### src/rtl/iob_axi_m_bridge_pkg.sv
// Shared types and AXI constants for the iob-to-AXI4 master bridge.
// The bridge FSM states and the fixed AXI field encodings live here.
package iob_axi_m_bridge_pkg;

  typedef enum logic [2:0] {
    IDLE    = 3'd0,
    WR_REQ  = 3'd1,
    WR_RESP = 3'd2,
    RD_REQ  = 3'd3,
    RD_RESP = 3'd4,
    DONE    = 3'd5
  } state_t;

  localparam logic [1:0] AXI_BURST_INCR = 2'b01;
  localparam logic [1:0] AXI_RESP_OKAY  = 2'b00;
  localparam logic [2:0] AXI_SIZE_W32   = 3'd2;

  function automatic logic resp_is_error(input logic [1:0] resp);
    return resp != AXI_RESP_OKAY;
  endfunction

endpackage

### src/rtl/iob_axi_m_bridge_if.sv
// Native iob request port plus AXI4 master channels, bundled as one bus.
// The master modport is the bridge view; slave is the requester/AXI-memory view.
interface iob_axi_m_bridge_if #(
  parameter int ADDR_W     = 32,
  parameter int DATA_W     = 32,
  parameter int AXI_ADDR_W = 24,
  parameter int AXI_ID_W   = 4,
  parameter int AXI_LEN_W  = 8
);

  logic                    valid;
  logic [ADDR_W-1:0]       addr;
  logic [DATA_W-1:0]       wdata;
  logic [DATA_W/8-1:0]     wstrb;
  logic [DATA_W-1:0]       rdata;
  logic                    ready;
  logic                    error;

  logic [AXI_ID_W-1:0]     m_axi_awid;
  logic [AXI_ADDR_W-1:0]   m_axi_awaddr;
  logic [AXI_LEN_W-1:0]    m_axi_awlen;
  logic [2:0]              m_axi_awsize;
  logic [1:0]              m_axi_awburst;
  logic                    m_axi_awvalid;
  logic                    m_axi_awready;

  logic [DATA_W-1:0]       m_axi_wdata;
  logic [DATA_W/8-1:0]     m_axi_wstrb;
  logic                    m_axi_wlast;
  logic                    m_axi_wvalid;
  logic                    m_axi_wready;

  logic [AXI_ID_W-1:0]     m_axi_bid;
  logic [1:0]              m_axi_bresp;
  logic                    m_axi_bvalid;
  logic                    m_axi_bready;

  logic [AXI_ID_W-1:0]     m_axi_arid;
  logic [AXI_ADDR_W-1:0]   m_axi_araddr;
  logic [AXI_LEN_W-1:0]    m_axi_arlen;
  logic [2:0]              m_axi_arsize;
  logic [1:0]              m_axi_arburst;
  logic                    m_axi_arvalid;
  logic                    m_axi_arready;

  logic [AXI_ID_W-1:0]     m_axi_rid;
  logic [DATA_W-1:0]       m_axi_rdata;
  logic [1:0]              m_axi_rresp;
  logic                    m_axi_rlast;
  logic                    m_axi_rvalid;
  logic                    m_axi_rready;

  modport master (
    input  valid, addr, wdata, wstrb,
    output rdata, ready, error,
    output m_axi_awid, m_axi_awaddr, m_axi_awlen, m_axi_awsize, m_axi_awburst, m_axi_awvalid,
    input  m_axi_awready,
    output m_axi_wdata, m_axi_wstrb, m_axi_wlast, m_axi_wvalid,
    input  m_axi_wready,
    input  m_axi_bid, m_axi_bresp, m_axi_bvalid,
    output m_axi_bready,
    output m_axi_arid, m_axi_araddr, m_axi_arlen, m_axi_arsize, m_axi_arburst, m_axi_arvalid,
    input  m_axi_arready,
    input  m_axi_rid, m_axi_rdata, m_axi_rresp, m_axi_rlast, m_axi_rvalid,
    output m_axi_rready
  );

  modport slave (
    output valid, addr, wdata, wstrb,
    input  rdata, ready, error,
    input  m_axi_awid, m_axi_awaddr, m_axi_awlen, m_axi_awsize, m_axi_awburst, m_axi_awvalid,
    output m_axi_awready,
    input  m_axi_wdata, m_axi_wstrb, m_axi_wlast, m_axi_wvalid,
    output m_axi_wready,
    output m_axi_bid, m_axi_bresp, m_axi_bvalid,
    input  m_axi_bready,
    input  m_axi_arid, m_axi_araddr, m_axi_arlen, m_axi_arsize, m_axi_arburst, m_axi_arvalid,
    output m_axi_arready,
    output m_axi_rid, m_axi_rdata, m_axi_rresp, m_axi_rlast, m_axi_rvalid,
    input  m_axi_rready
  );

endinterface

### src/rtl/iob_axi_m_bridge.sv
// Turns single-word iob native requests into single-beat AXI4 transactions,
// one outstanding at a time, with a sticky error flag for non-OKAY responses.
module iob_axi_m_bridge
  import iob_axi_m_bridge_pkg::*;
#(
  parameter int ADDR_W     = 32,
  parameter int DATA_W     = 32,
  parameter int AXI_ADDR_W = 24,
  parameter int AXI_ID_W   = 4,
  parameter int AXI_LEN_W  = 8,
  parameter int AXI_ID     = 0
) (
  input  logic               clk,
  input  logic               rst,
  iob_axi_m_bridge_if.master bus
);

  state_t                  state_reg, state_next;
  logic                    aw_done_reg, aw_done_next;
  logic                    w_done_reg, w_done_next;
  logic [AXI_ADDR_W-3:0]   word_addr_reg;
  logic [DATA_W-1:0]       wdata_reg;
  logic [DATA_W/8-1:0]     wstrb_reg;
  logic [DATA_W-1:0]       rdata_reg, rdata_next;
  logic                    error_reg, error_next;
  logic                    capture_req;

  always_ff @(posedge clk or negedge rst) begin
    if (!rst) begin
      state_reg     <= IDLE;
      aw_done_reg   <= 1'b0;
      w_done_reg    <= 1'b0;
      word_addr_reg <= '0;
      wdata_reg     <= '0;
      wstrb_reg     <= '0;
      rdata_reg     <= '0;
      error_reg     <= 1'b0;
    end else begin
      state_reg   <= state_next;
      aw_done_reg <= aw_done_next;
      w_done_reg  <= w_done_next;
      rdata_reg   <= rdata_next;
      error_reg   <= error_next;
      if (capture_req) begin
        word_addr_reg <= bus.addr[AXI_ADDR_W-1:2];
        wdata_reg     <= bus.wdata;
        wstrb_reg     <= bus.wstrb;
      end
    end
  end

  always_comb begin
    state_next         = state_reg;
    aw_done_next       = aw_done_reg;
    w_done_next        = w_done_reg;
    rdata_next         = rdata_reg;
    error_next         = error_reg;
    capture_req        = 1'b0;
    bus.m_axi_awvalid  = 1'b0;
    bus.m_axi_wvalid   = 1'b0;
    bus.m_axi_bready   = 1'b0;
    bus.m_axi_arvalid  = 1'b0;
    bus.m_axi_rready   = 1'b0;
    bus.ready          = 1'b0;

    case (state_reg)
      IDLE: begin
        aw_done_next = 1'b0;
        w_done_next  = 1'b0;
        if (bus.valid) begin
          capture_req = 1'b1;
          state_next  = (|bus.wstrb) ? WR_REQ : RD_REQ;
        end
      end
      // AW and W complete independently; leave only once both have handshaken.
      WR_REQ: begin
        bus.m_axi_awvalid = ~aw_done_reg;
        bus.m_axi_wvalid  = ~w_done_reg;
        if (!aw_done_reg && bus.m_axi_awready) aw_done_next = 1'b1;
        if (!w_done_reg && bus.m_axi_wready)   w_done_next  = 1'b1;
        if ((aw_done_reg || bus.m_axi_awready) && (w_done_reg || bus.m_axi_wready))
          state_next = WR_RESP;
      end
      WR_RESP: begin
        bus.m_axi_bready = 1'b1;
        if (bus.m_axi_bvalid) begin
          error_next = error_reg | resp_is_error(bus.m_axi_bresp);
          state_next = DONE;
        end
      end
      RD_REQ: begin
        bus.m_axi_arvalid = 1'b1;
        if (bus.m_axi_arready) state_next = RD_RESP;
      end
      RD_RESP: begin
        bus.m_axi_rready = 1'b1;
        if (bus.m_axi_rvalid) begin
          rdata_next = bus.m_axi_rdata;
          error_next = error_reg | resp_is_error(bus.m_axi_rresp);
          state_next = DONE;
        end
      end
      DONE: begin
        bus.ready  = 1'b1;
        state_next = IDLE;
      end
      default: state_next = IDLE;
    endcase
  end

  assign bus.m_axi_awid    = AXI_ID_W'(AXI_ID);
  assign bus.m_axi_awaddr  = {word_addr_reg, 2'b00};
  assign bus.m_axi_awlen   = '0;
  assign bus.m_axi_awsize  = AXI_SIZE_W32;
  assign bus.m_axi_awburst = AXI_BURST_INCR;

  assign bus.m_axi_wdata   = wdata_reg;
  assign bus.m_axi_wstrb   = wstrb_reg;
  assign bus.m_axi_wlast   = 1'b1;

  assign bus.m_axi_arid    = AXI_ID_W'(AXI_ID);
  assign bus.m_axi_araddr  = {word_addr_reg, 2'b00};
  assign bus.m_axi_arlen   = '0;
  assign bus.m_axi_arsize  = AXI_SIZE_W32;
  assign bus.m_axi_arburst = AXI_BURST_INCR;

  assign bus.rdata = rdata_reg;
  assign bus.error = error_reg;

  // IDs and rlast carry no information with a single outstanding one-beat transfer.
  logic unused_inputs;
  assign unused_inputs = ^{bus.m_axi_bid, bus.m_axi_rid, bus.m_axi_rlast, bus.addr};

endmodule

### src/flat_wrapper.sv
// flat-port wrapper written by rule: the top's interface ports become plain ports
module iob_axi_m_bridge_flat import iob_axi_m_bridge_pkg::*;
#(
  parameter int ADDR_W     = 32,
  parameter int DATA_W     = 32,
  parameter int AXI_ADDR_W = 24,
  parameter int AXI_ID_W   = 4,
  parameter int AXI_LEN_W  = 8,
  parameter int AXI_ID     = 0
)
  (clk, rst, bus_valid, bus_addr, bus_wdata, bus_wstrb, bus_rdata, bus_ready, bus_error, bus_m_axi_awid, bus_m_axi_awaddr, bus_m_axi_awlen, bus_m_axi_awsize, bus_m_axi_awburst, bus_m_axi_awvalid, bus_m_axi_awready, bus_m_axi_wdata, bus_m_axi_wstrb, bus_m_axi_wlast, bus_m_axi_wvalid, bus_m_axi_wready, bus_m_axi_bid, bus_m_axi_bresp, bus_m_axi_bvalid, bus_m_axi_bready, bus_m_axi_arid, bus_m_axi_araddr, bus_m_axi_arlen, bus_m_axi_arsize, bus_m_axi_arburst, bus_m_axi_arvalid, bus_m_axi_arready, bus_m_axi_rid, bus_m_axi_rdata, bus_m_axi_rresp, bus_m_axi_rlast, bus_m_axi_rvalid, bus_m_axi_rready);
  iob_axi_m_bridge_if #(.ADDR_W(ADDR_W), .DATA_W(DATA_W), .AXI_ADDR_W(AXI_ADDR_W), .AXI_ID_W(AXI_ID_W), .AXI_LEN_W(AXI_LEN_W)) bus_i ();
  input  logic clk;
  input  logic rst;
  input wire logic [$bits(bus_i.valid)-1:0] bus_valid;
  input wire logic [$bits(bus_i.addr)-1:0] bus_addr;
  input wire logic [$bits(bus_i.wdata)-1:0] bus_wdata;
  input wire logic [$bits(bus_i.wstrb)-1:0] bus_wstrb;
  output wire logic [$bits(bus_i.rdata)-1:0] bus_rdata;
  output wire logic [$bits(bus_i.ready)-1:0] bus_ready;
  output wire logic [$bits(bus_i.error)-1:0] bus_error;
  output wire logic [$bits(bus_i.m_axi_awid)-1:0] bus_m_axi_awid;
  output wire logic [$bits(bus_i.m_axi_awaddr)-1:0] bus_m_axi_awaddr;
  output wire logic [$bits(bus_i.m_axi_awlen)-1:0] bus_m_axi_awlen;
  output wire logic [$bits(bus_i.m_axi_awsize)-1:0] bus_m_axi_awsize;
  output wire logic [$bits(bus_i.m_axi_awburst)-1:0] bus_m_axi_awburst;
  output wire logic [$bits(bus_i.m_axi_awvalid)-1:0] bus_m_axi_awvalid;
  input wire logic [$bits(bus_i.m_axi_awready)-1:0] bus_m_axi_awready;
  output wire logic [$bits(bus_i.m_axi_wdata)-1:0] bus_m_axi_wdata;
  output wire logic [$bits(bus_i.m_axi_wstrb)-1:0] bus_m_axi_wstrb;
  output wire logic [$bits(bus_i.m_axi_wlast)-1:0] bus_m_axi_wlast;
  output wire logic [$bits(bus_i.m_axi_wvalid)-1:0] bus_m_axi_wvalid;
  input wire logic [$bits(bus_i.m_axi_wready)-1:0] bus_m_axi_wready;
  input wire logic [$bits(bus_i.m_axi_bid)-1:0] bus_m_axi_bid;
  input wire logic [$bits(bus_i.m_axi_bresp)-1:0] bus_m_axi_bresp;
  input wire logic [$bits(bus_i.m_axi_bvalid)-1:0] bus_m_axi_bvalid;
  output wire logic [$bits(bus_i.m_axi_bready)-1:0] bus_m_axi_bready;
  output wire logic [$bits(bus_i.m_axi_arid)-1:0] bus_m_axi_arid;
  output wire logic [$bits(bus_i.m_axi_araddr)-1:0] bus_m_axi_araddr;
  output wire logic [$bits(bus_i.m_axi_arlen)-1:0] bus_m_axi_arlen;
  output wire logic [$bits(bus_i.m_axi_arsize)-1:0] bus_m_axi_arsize;
  output wire logic [$bits(bus_i.m_axi_arburst)-1:0] bus_m_axi_arburst;
  output wire logic [$bits(bus_i.m_axi_arvalid)-1:0] bus_m_axi_arvalid;
  input wire logic [$bits(bus_i.m_axi_arready)-1:0] bus_m_axi_arready;
  input wire logic [$bits(bus_i.m_axi_rid)-1:0] bus_m_axi_rid;
  input wire logic [$bits(bus_i.m_axi_rdata)-1:0] bus_m_axi_rdata;
  input wire logic [$bits(bus_i.m_axi_rresp)-1:0] bus_m_axi_rresp;
  input wire logic [$bits(bus_i.m_axi_rlast)-1:0] bus_m_axi_rlast;
  input wire logic [$bits(bus_i.m_axi_rvalid)-1:0] bus_m_axi_rvalid;
  output wire logic [$bits(bus_i.m_axi_rready)-1:0] bus_m_axi_rready;
  assign bus_i.valid = bus_valid;
  assign bus_i.addr = bus_addr;
  assign bus_i.wdata = bus_wdata;
  assign bus_i.wstrb = bus_wstrb;
  assign bus_rdata = bus_i.rdata;
  assign bus_ready = bus_i.ready;
  assign bus_error = bus_i.error;
  assign bus_m_axi_awid = bus_i.m_axi_awid;
  assign bus_m_axi_awaddr = bus_i.m_axi_awaddr;
  assign bus_m_axi_awlen = bus_i.m_axi_awlen;
  assign bus_m_axi_awsize = bus_i.m_axi_awsize;
  assign bus_m_axi_awburst = bus_i.m_axi_awburst;
  assign bus_m_axi_awvalid = bus_i.m_axi_awvalid;
  assign bus_i.m_axi_awready = bus_m_axi_awready;
  assign bus_m_axi_wdata = bus_i.m_axi_wdata;
  assign bus_m_axi_wstrb = bus_i.m_axi_wstrb;
  assign bus_m_axi_wlast = bus_i.m_axi_wlast;
  assign bus_m_axi_wvalid = bus_i.m_axi_wvalid;
  assign bus_i.m_axi_wready = bus_m_axi_wready;
  assign bus_i.m_axi_bid = bus_m_axi_bid;
  assign bus_i.m_axi_bresp = bus_m_axi_bresp;
  assign bus_i.m_axi_bvalid = bus_m_axi_bvalid;
  assign bus_m_axi_bready = bus_i.m_axi_bready;
  assign bus_m_axi_arid = bus_i.m_axi_arid;
  assign bus_m_axi_araddr = bus_i.m_axi_araddr;
  assign bus_m_axi_arlen = bus_i.m_axi_arlen;
  assign bus_m_axi_arsize = bus_i.m_axi_arsize;
  assign bus_m_axi_arburst = bus_i.m_axi_arburst;
  assign bus_m_axi_arvalid = bus_i.m_axi_arvalid;
  assign bus_i.m_axi_arready = bus_m_axi_arready;
  assign bus_i.m_axi_rid = bus_m_axi_rid;
  assign bus_i.m_axi_rdata = bus_m_axi_rdata;
  assign bus_i.m_axi_rresp = bus_m_axi_rresp;
  assign bus_i.m_axi_rlast = bus_m_axi_rlast;
  assign bus_i.m_axi_rvalid = bus_m_axi_rvalid;
  assign bus_m_axi_rready = bus_i.m_axi_rready;
  iob_axi_m_bridge #(.ADDR_W(ADDR_W), .DATA_W(DATA_W), .AXI_ADDR_W(AXI_ADDR_W), .AXI_ID_W(AXI_ID_W), .AXI_LEN_W(AXI_LEN_W), .AXI_ID(AXI_ID)) u_core (.clk(clk), .rst(rst), .bus(bus_i));
endmodule
### config.mk
export PLATFORM = sky130hd
export DESIGN_NAME = iob_axi_m_bridge_flat
export DESIGN_NICKNAME = d
export VERILOG_FILES = /design/src/rtl/iob_axi_m_bridge_pkg.sv /design/src/rtl/iob_axi_m_bridge_if.sv /design/src/rtl/iob_axi_m_bridge.sv /design/src/flat_wrapper.sv
export SDC_FILE = /design/constraint.sdc
export NUM_CORES = 1
export LEC_CHECK = 0
export CORE_AREA = 2 2 109 111
export DETAILED_ROUTE_END_ITERATION = 6
export DIE_AREA = 0 0 111 113
export DONT_BUFFER_PORTS = 1
export PLACE_DENSITY = 0.54
export SKIP_LAST_GASP = 1
export SYNTH_ARGS = -nofsm -noshare
export SYNTH_HDL_FRONTEND = slang
export SYNTH_SLANG_ARGS = --single-unit
export TNS_END_PERCENT = 20
### constraint.sdc
create_clock -name clk -period 2 [get_ports clk]
set_clock_uncertainty 0.15 [all_clocks]
set_input_delay 0 -clock clk [delete_from_list [all_inputs] [get_ports clk]]
set_output_delay 0 -clock clk [all_outputs]
set_load 0.01 [all_outputs]
==> flow_metrics.env, run 1 <==
export IMPL_status="aborted with a tool error"
export IMPL_failed_stage="clock tree synthesis"
export IMPL_stop_error="[ERROR RSZ-0060] Max buffer count reached."
export IMPL_io_buffer_count=0
export IMPL_cts_sinks=96
export IMPL_postSynth_asyncResetShare_pct=100
export IMPL_numCtsBuffers=9
export IMPL_core_rowCount=39
export IMPL_yosys_most_used_dff="dfrtp_1"
export IMPL_post_cts_buffers=0
export IMPL_ioPinCount=279
export IMPL_ys_ff_latch=96
export IMPL_dpl_cell_area_um2=4060
export IMPL_pre_cts_ws_ns=0.227
export IMPL_cts_hold_buf=101
export IMPL_ys_seq_area_share_pct=56.9
export IMPL_synth_avg_cell_area_um2=14.1
export IMPL_dp_hpwl_um=5630
export IMPL_yosysUniqueCellTypes=29
export IMPL_cts_resized=0
export IMPL_ys_warn_count=0
export IMPL_netlist_instances=299
export IMPL_htreeDepth=3
export IMPL_cts_buffer_depth=2
export IMPL_syn_area_um2=4220
export IMPL_die_w_um=111
export IMPL_start_util_pct=37.5
export IMPL_place_congestion=0.658
export IMPL_die_h_um=113
export IMPL_root_buffer="clkbuf_16"
export IMPL_synth_edf_count=0
## stage by stage
stage | instances | hold WS (ns) | util (%)
detailed placement | 411 | -0.443 | 36.0
global placement | 411 | -0.443 | 36.0
floorplan | 336 | -0.446 | -
## cells by family after synthesis
group	share of synthesized area (%)
mux	24.5
flops	56.9
other cells	0.178
buf+inv	13.3
simple gates	3.14
compound gates	1.99
## cells in the mapped netlist (2+ instances only)
master / count / share of area [%]
clkbuf_1: 2 / 0.18
buf_4: 62 / 11
nor3b_1: 2 / 0.36
nor3_1: 2 / 0.24
mux2_1: 24 / 6.4
buf_6: 5 / 1.3
nor2b_1: 2 / 0.30
inv_1: 2 / 0.18
o21ai_0: 3 / 0.36
buf_2: 5 / 0.59
nor2_1: 6 / 0.53
mux2_2: 67 / 18
a21oi_1: 3 / 0.36
dfrtp_1: 96 / 57
conb_1: 2 / 0.18
o22ai_1: 2 / 0.30
nand2_1: 2 / 0.18
==> inputs of run 2 (changes only) <==
CORE_AREA = default   (was 2 2 109 111)
CORE_UTILIZATION = 25   (was default)
DIE_AREA = default   (was 0 0 111 113)
PLACE_DENSITY = default   (was 0.54)
PLACE_DENSITY_LB_ADDON = 0.15   (was default)
==> run 2 against run 1 <==
Compared with the run above:
- the flow now finishes, with violations (negative hold slack)
- synthesized cell count did not move
- area after synthesis did not move
==> flow_metrics.env, run 2 <==
export IMPL_ys_warn_count=0
export IMPL_dpl_cell_area_um2=4150
export IMPL_wl_per_cell_um=14.9
export IMPL_syn_area_um2=4220
export IMPL_ioPinCount=279
export IMPL_synth_avg_cell_area_um2=14.1
export IMPL_cts_buffer_depth=2
export IMPL_grt_pass1_wl_um=14100
export IMPL_htreeDepth=3
export IMPL_clk_pin_slew_ns=0.06
export IMPL_finalSetupTns_ns=0
export IMPL_violations="negative hold slack"
export IMPL_place_congestion=0.680
export IMPL_coreArea_um2=16500
export IMPL_power_density_nw_per_um2=1470
export IMPL_die_h_um=132
export IMPL_cts_hold_buf=100
export IMPL_final_max_slew_violation_count=0
export IMPL_numCtsBuffers=9
export IMPL_grt_overflow=0
export IMPL_final_common_cell="dlygate4sd3_1"
export IMPL_drv_cap=0
export IMPL_wl_um=9000
export IMPL_fin_ws_ns=0.175
export IMPL_yosysUniqueCellTypes=29
export IMPL_synthToLayoutAreaGrowth_pct=29.4
export IMPL_grt_max_degree=97
export IMPL_ys_seq_area_share_pct=56.9
export IMPL_grt_most_used_layer="met2"
export IMPL_fin_crit_sh_pct=91.3
export IMPL_insertion_delay_ns=0.34
export IMPL_nNetsFinal=500
export IMPL_netlist_instances=299
export IMPL_hold_viol=96
export IMPL_synth_edf_count=0
export IMPL_rsz0062_at_grt="no"
export IMPL_status="complete, but fails checks"
export IMPL_postSynth_asyncResetShare_pct=100
export IMPL_arrival_ns=1.89
export IMPL_n_antenna_cell=0
export IMPL_io_buffer_count=0
export IMPL_via_per_inst=4.09
export IMPL_path_max_fanout=7
export IMPL_die_area_um2=17400
export IMPL_grt_use_met1_pct=10.7
export IMPL_start_kind="flop"
export IMPL_core_rowCount=47
export IMPL_globalRouteMet3Util_pct=5.34
export IMPL_yosysMostFrequentCell="dfrtp_1"
export IMPL_criticalPathCategory="reg2reg"
export IMPL_yosys_most_used_dff="dfrtp_1"
export IMPL_drt_pre_antenna_iters=3
export IMPL_synth_top_area_cell="dfrtp_1"
export IMPL_pre_cts_ws_ns=0.161
export IMPL_ys_top_cells_by_area="dfrtp_1 57%, mux2_2 18%, buf_4 11%, mux2_1 6.4%, buf_6 1.3%"
export IMPL_grt_use_total_pct=10.6
export IMPL_start_util_pct=25.6
export IMPL_fin_area_um2=5460
export IMPL_drc=0
export IMPL_cts_sinks=96
export IMPL_setup_violations_final=0
export IMPL_ys_ff_latch=96
export IMPL_dp_hpwl_um=5750
export IMPL_hold_ws_ns=-0.798
export IMPL_drive_gt1_share_pct=23.6
export IMPL_final_cell_mix="100 x dlygate4sd3_1, 95 x dfrtp_1, 67 x mux2_2, 39 x conb_1, 24 x mux2_1"
export IMPL_cp_end_kind="flop"
export IMPL_worstPathRequired_ns=2.06
export IMPL_antenna_found_initial=0
export IMPL_nFillCells=1637
export IMPL_fmax_mhz=548
export IMPL_use_met2_pct=18.6
export IMPL_min_period_ns=1.83
export IMPL_synthTopCellsByCount="96 x dfrtp_1, 67 x mux2_2, 62 x buf_4"
export IMPL_grt_pass1_vias=2775
export IMPL_final_antenna_net_count=0
export IMPL_drt_iter0_drc=40
export IMPL_cts_tree="yes"
export IMPL_ir_drop_mv=0.446
export IMPL_synth_top_area_share_pct=56.9
export IMPL_hp_class="in2async"
export IMPL_root_buffer="clkbuf_16"
export IMPL_vias=2465
export IMPL_leakagePower_nw=2.31
export IMPL_die_w_um=132
run 2: cell counts after synthesis:
No cell type changed its count.
run 2: what timing repair did:
action | CTS | global route
gates resized for setup | 0 | 1
setup endpoints to repair | 0 | 1
hold endpoints to repair | 192 | 96
setup buffers | 0 | 0
run 2: logic make-up (layout without fill, tap and decap cells):
logic type,after synthesis,count (layout),synth area share (%)
other,2,39,0.178
and+or+nand+nor,20,20,3.14
DFF,96,96,56.9
buffers and inverters,76,122,13.3
muxes,92,92,24.5
AOI/OAI and AO/OA,13,13,1.99
run 2: area by class of cell:
class                      count  area (µm²)  area share [%]
clock buffer                  10         239            4.37
clock inverter                 4        70.1            1.28
inverter                       2        7.51           0.137
multi-input combinational    164        1400            25.6
sequential                    96        2400            44.0
tap                          220         275            5.04
timing repair buffer         106        1070            19.6
run 2: worst paths after layout:
check | start | endpoint | slack, ns | depth (start not counted)
worst max register to register | u_core.state_reg[2] | u_core.state_reg[0] | 0.17 | 5
worst max-delay path | u_core.state_reg[2] | u_core.state_reg[0] | 0.17 | 5
worst min-delay path | rst | u_core.bus.rdata[15] | -0.80 | 0
max in group asynchronous | rst | u_core.word_addr_reg[16] | 2.35 | 0
min in group clk | bus_valid | u_core.word_addr_reg[19] | 0.04 | 3
worst min register to register | u_core.w_done_reg | u_core.w_done_reg | 0.38 | 2
run 2: per-layer routing:
metal	up-vias	part of all wire, %
met1	1215	36
met4	0	1.6
met5	-	0
met3	9	11
met2	159	51
li1	1082	-
run 2: per-stage QoR:
stage	instances	total power [mW]	util, %
after detailed placement	488	6.15	25.1
after global routing	602	8.57	33.1
after floorplan	336	6.01	-
after global placement	488	6.10	25.1
final	602	8.06	33.1
after CTS	602	8.22	33.1
run 2: critical path: stages (launching register included):
cell,delay (ns)
dfrtp_1,0.41
buf_4,0.18
mux2i_1,0.19
a2bb2oi_1,0.16
dlygate4sd3_1,0.55
o21ai_0,0.07
run 2: report_power, final:
part | internal [mW] | switching [mW] | leakage (nW)
clock network | 1.11 | 0.708 | 0.154
logic | 1.21 | 0.774 | 1.02
registers | 2.93 | 1.32 | 1.14
total | 5.26 | 2.80 | 2.31
Note: power is estimated with default switching activity, not from simulation.
==> inputs of run 3 (changes only) <==
clock period = 1.8 ns   (was 2 ns; I/O delays follow)
==> run 3 against run 2 <==
Compared with the run above:
- sequential cell count stayed put
- routed wire length increased by 1.8%
- final area down 0.34%
- first-iteration DRC count rose by 65%
- via count decreased by 1.6%
- critical endpoint is now u_core.bus.m_axi_wdata[31]
- sequential power increased by 11%
- the run still ends with negative hold slack left
==> flow_metrics.env, run 3 (synthesis gave the netlist of run 2 again) <==
export IMPL_ioPinCount=279
export IMPL_antenna_found_initial=0
export IMPL_final_cell_mix="100 x dlygate4sd3_1, 96 x dfrtp_1, 67 x mux2_2, 39 x conb_1, 24 x mux2_1"
export IMPL_place_congestion=0.711
export IMPL_path_max_fanout=23
export IMPL_drc=0
export IMPL_grt_overflow=0
export IMPL_slowest_stage="dfrtp_1"
export IMPL_ir_drop_mv=0.766
export IMPL_dpl_cell_area_um2=4150
export IMPL_hp_class="in2async"
export IMPL_insertion_delay_ns=0.34
export IMPL_setup_violations_final=0
export IMPL_fmax_mhz=580
export IMPL_finalPower_mw=8.79
export IMPL_die_w_um=132
export IMPL_fin_ws_ns=0.0768
export IMPL_arrival_ns=1.79
export IMPL_final_antenna_net_count=0
export IMPL_drt_iter0_drc=66
export IMPL_grt_use_total_pct=10.5
export IMPL_hold_viol=96
export IMPL_coreArea_um2=16500
export IMPL_io_buffer_count=0
export IMPL_die_h_um=132
export IMPL_rsz0062_at_grt="no"
export IMPL_root_buffer="clkbuf_16"
export IMPL_pre_cts_ws_ns=0.0367
export IMPL_fin_crit_sh_pct=95.7
export IMPL_start_kind="flop"
export IMPL_finalSetupTns_ns=0
export IMPL_grt_max_degree=97
export IMPL_final_common_cell="dlygate4sd3_1"
export IMPL_final_max_slew_violation_count=0
export IMPL_leakagePower_nw=2.31
export IMPL_cp_end_kind="flop"
export IMPL_nNetsFinal=502
export IMPL_die_area_um2=17400
export IMPL_power_density_nw_per_um2=1610
export IMPL_cts_tree="yes"
export IMPL_fin_area_um2=5450
export IMPL_wl_per_cell_um=15.2
export IMPL_synthToLayoutAreaGrowth_pct=28.9
export IMPL_min_period_ns=1.72
export IMPL_via_per_inst=4.03
export IMPL_numCtsBuffers=9
export IMPL_final_cells=602
export IMPL_hold_ws_ns=-0.798
export IMPL_violations="negative hold slack"
export IMPL_worstPathRequired_ns=1.87
export IMPL_criticalPathCategory="reg2reg"
export IMPL_vias=2426
export IMPL_cts_hold_buf=100
export IMPL_n_antenna_cell=0
export IMPL_core_rowCount=47
export IMPL_drt_pre_antenna_iters=3
export IMPL_htreeDepth=3
export IMPL_dp_hpwl_um=5690
export IMPL_wl_um=9160
export IMPL_nFillCells=1616
export IMPL_max_stage_delay_ns=0.41
export IMPL_cts_buffer_depth=2
export IMPL_clk_pin_slew_ns=0.06
export IMPL_dpl_cell_count=488
export IMPL_grt_pass1_vias=2656
export IMPL_status="complete, but fails checks"
export IMPL_drv_cap=0
export IMPL_grt_pass1_wl_um=14000
export IMPL_area_sequential_um2=2400
export IMPL_cts_sinks=96
export IMPL_drive_gt1_share_pct=23.0
export IMPL_start_util_pct=25.6
export IMPL_crit_path_cell_trace="nor4b_4 > buf_4 > buf_8 > mux2_2"
export IMPL_multiInputGateArea_um2=1400
run 3: stage by stage:
| step | hold WS (ns) | utilization, % |
|---|---|---|
| after CTS | -0.823 | 32.8 |
| after global routing | -0.830 | 33.0 |
| after global placement | -0.443 | 25.1 |
| after detailed placement | -0.443 | 25.1 |
| final | -0.798 | 33.0 |
| after floorplan | -0.446 | - |
run 3: layer usage:
metal / wire, µm / vias up / global-route usage (%)
li1: - / 1082 / -
met1: 3410 / 1179 / 10.7
met2: 4730 / 159 / 18.5
met3: 918 / 6 / 5.38
met4: 101 / 0 / 3.49
met5: 0 / - / 0
run 3: critical path: cells and delay by family (launching register included):
kind,cells,cell delay (ns)
multiplexers,1,0.36
buffers and inverters,2,0.41
flip-flops,1,0.41
AND/OR/NAND/NOR,1,0.26
run 3: path summary, 6_finish.rpt:
path / cells after the start / start / end / slack (ns)
min: 0 / rst / u_core.bus.rdata[15] / -0.80
max in group asynchronous: 0 / rst / u_core.bus.m_axi_wdata[14] / 2.17
max reg2reg: 4 / u_core.state_reg[2] / u_core.bus.m_axi_wdata[31] / 0.08
min reg2reg: 2 / u_core.w_done_reg / u_core.w_done_reg / 0.39
min in group clk: 3 / bus_m_axi_rvalid / u_core.bus.rdata[27] / 0.16
max: 4 / u_core.state_reg[2] / u_core.bus.m_axi_wdata[31] / 0.08
run 3: area by class of cell:
| class | count | share of cell area (%) |
|---|---|---|
| flip-flops and latches | 96 | 44.1 |
| clock buffers | 10 | 4.20 |
| inverters | 2 | 0.138 |
| repair buffers | 108 | 20.2 |
| clock inverters | 2 | 0.643 |
| well taps | 220 | 5.06 |
| multi-input cells | 164 | 25.7 |
run 3: timing repair:
action,4_1_cts,5_1_grt
hold endpoints to repair,192,96
setup buffers,0,1
gates resized for setup,0,2
endpoints found under the setup margin,0,21
run 3: power breakdown:
part,internal [mW],switching [mW]
sequential,3.26,1.46
clock,1.04,0.756
combinational,1.37,0.901
total,5.67,3.12
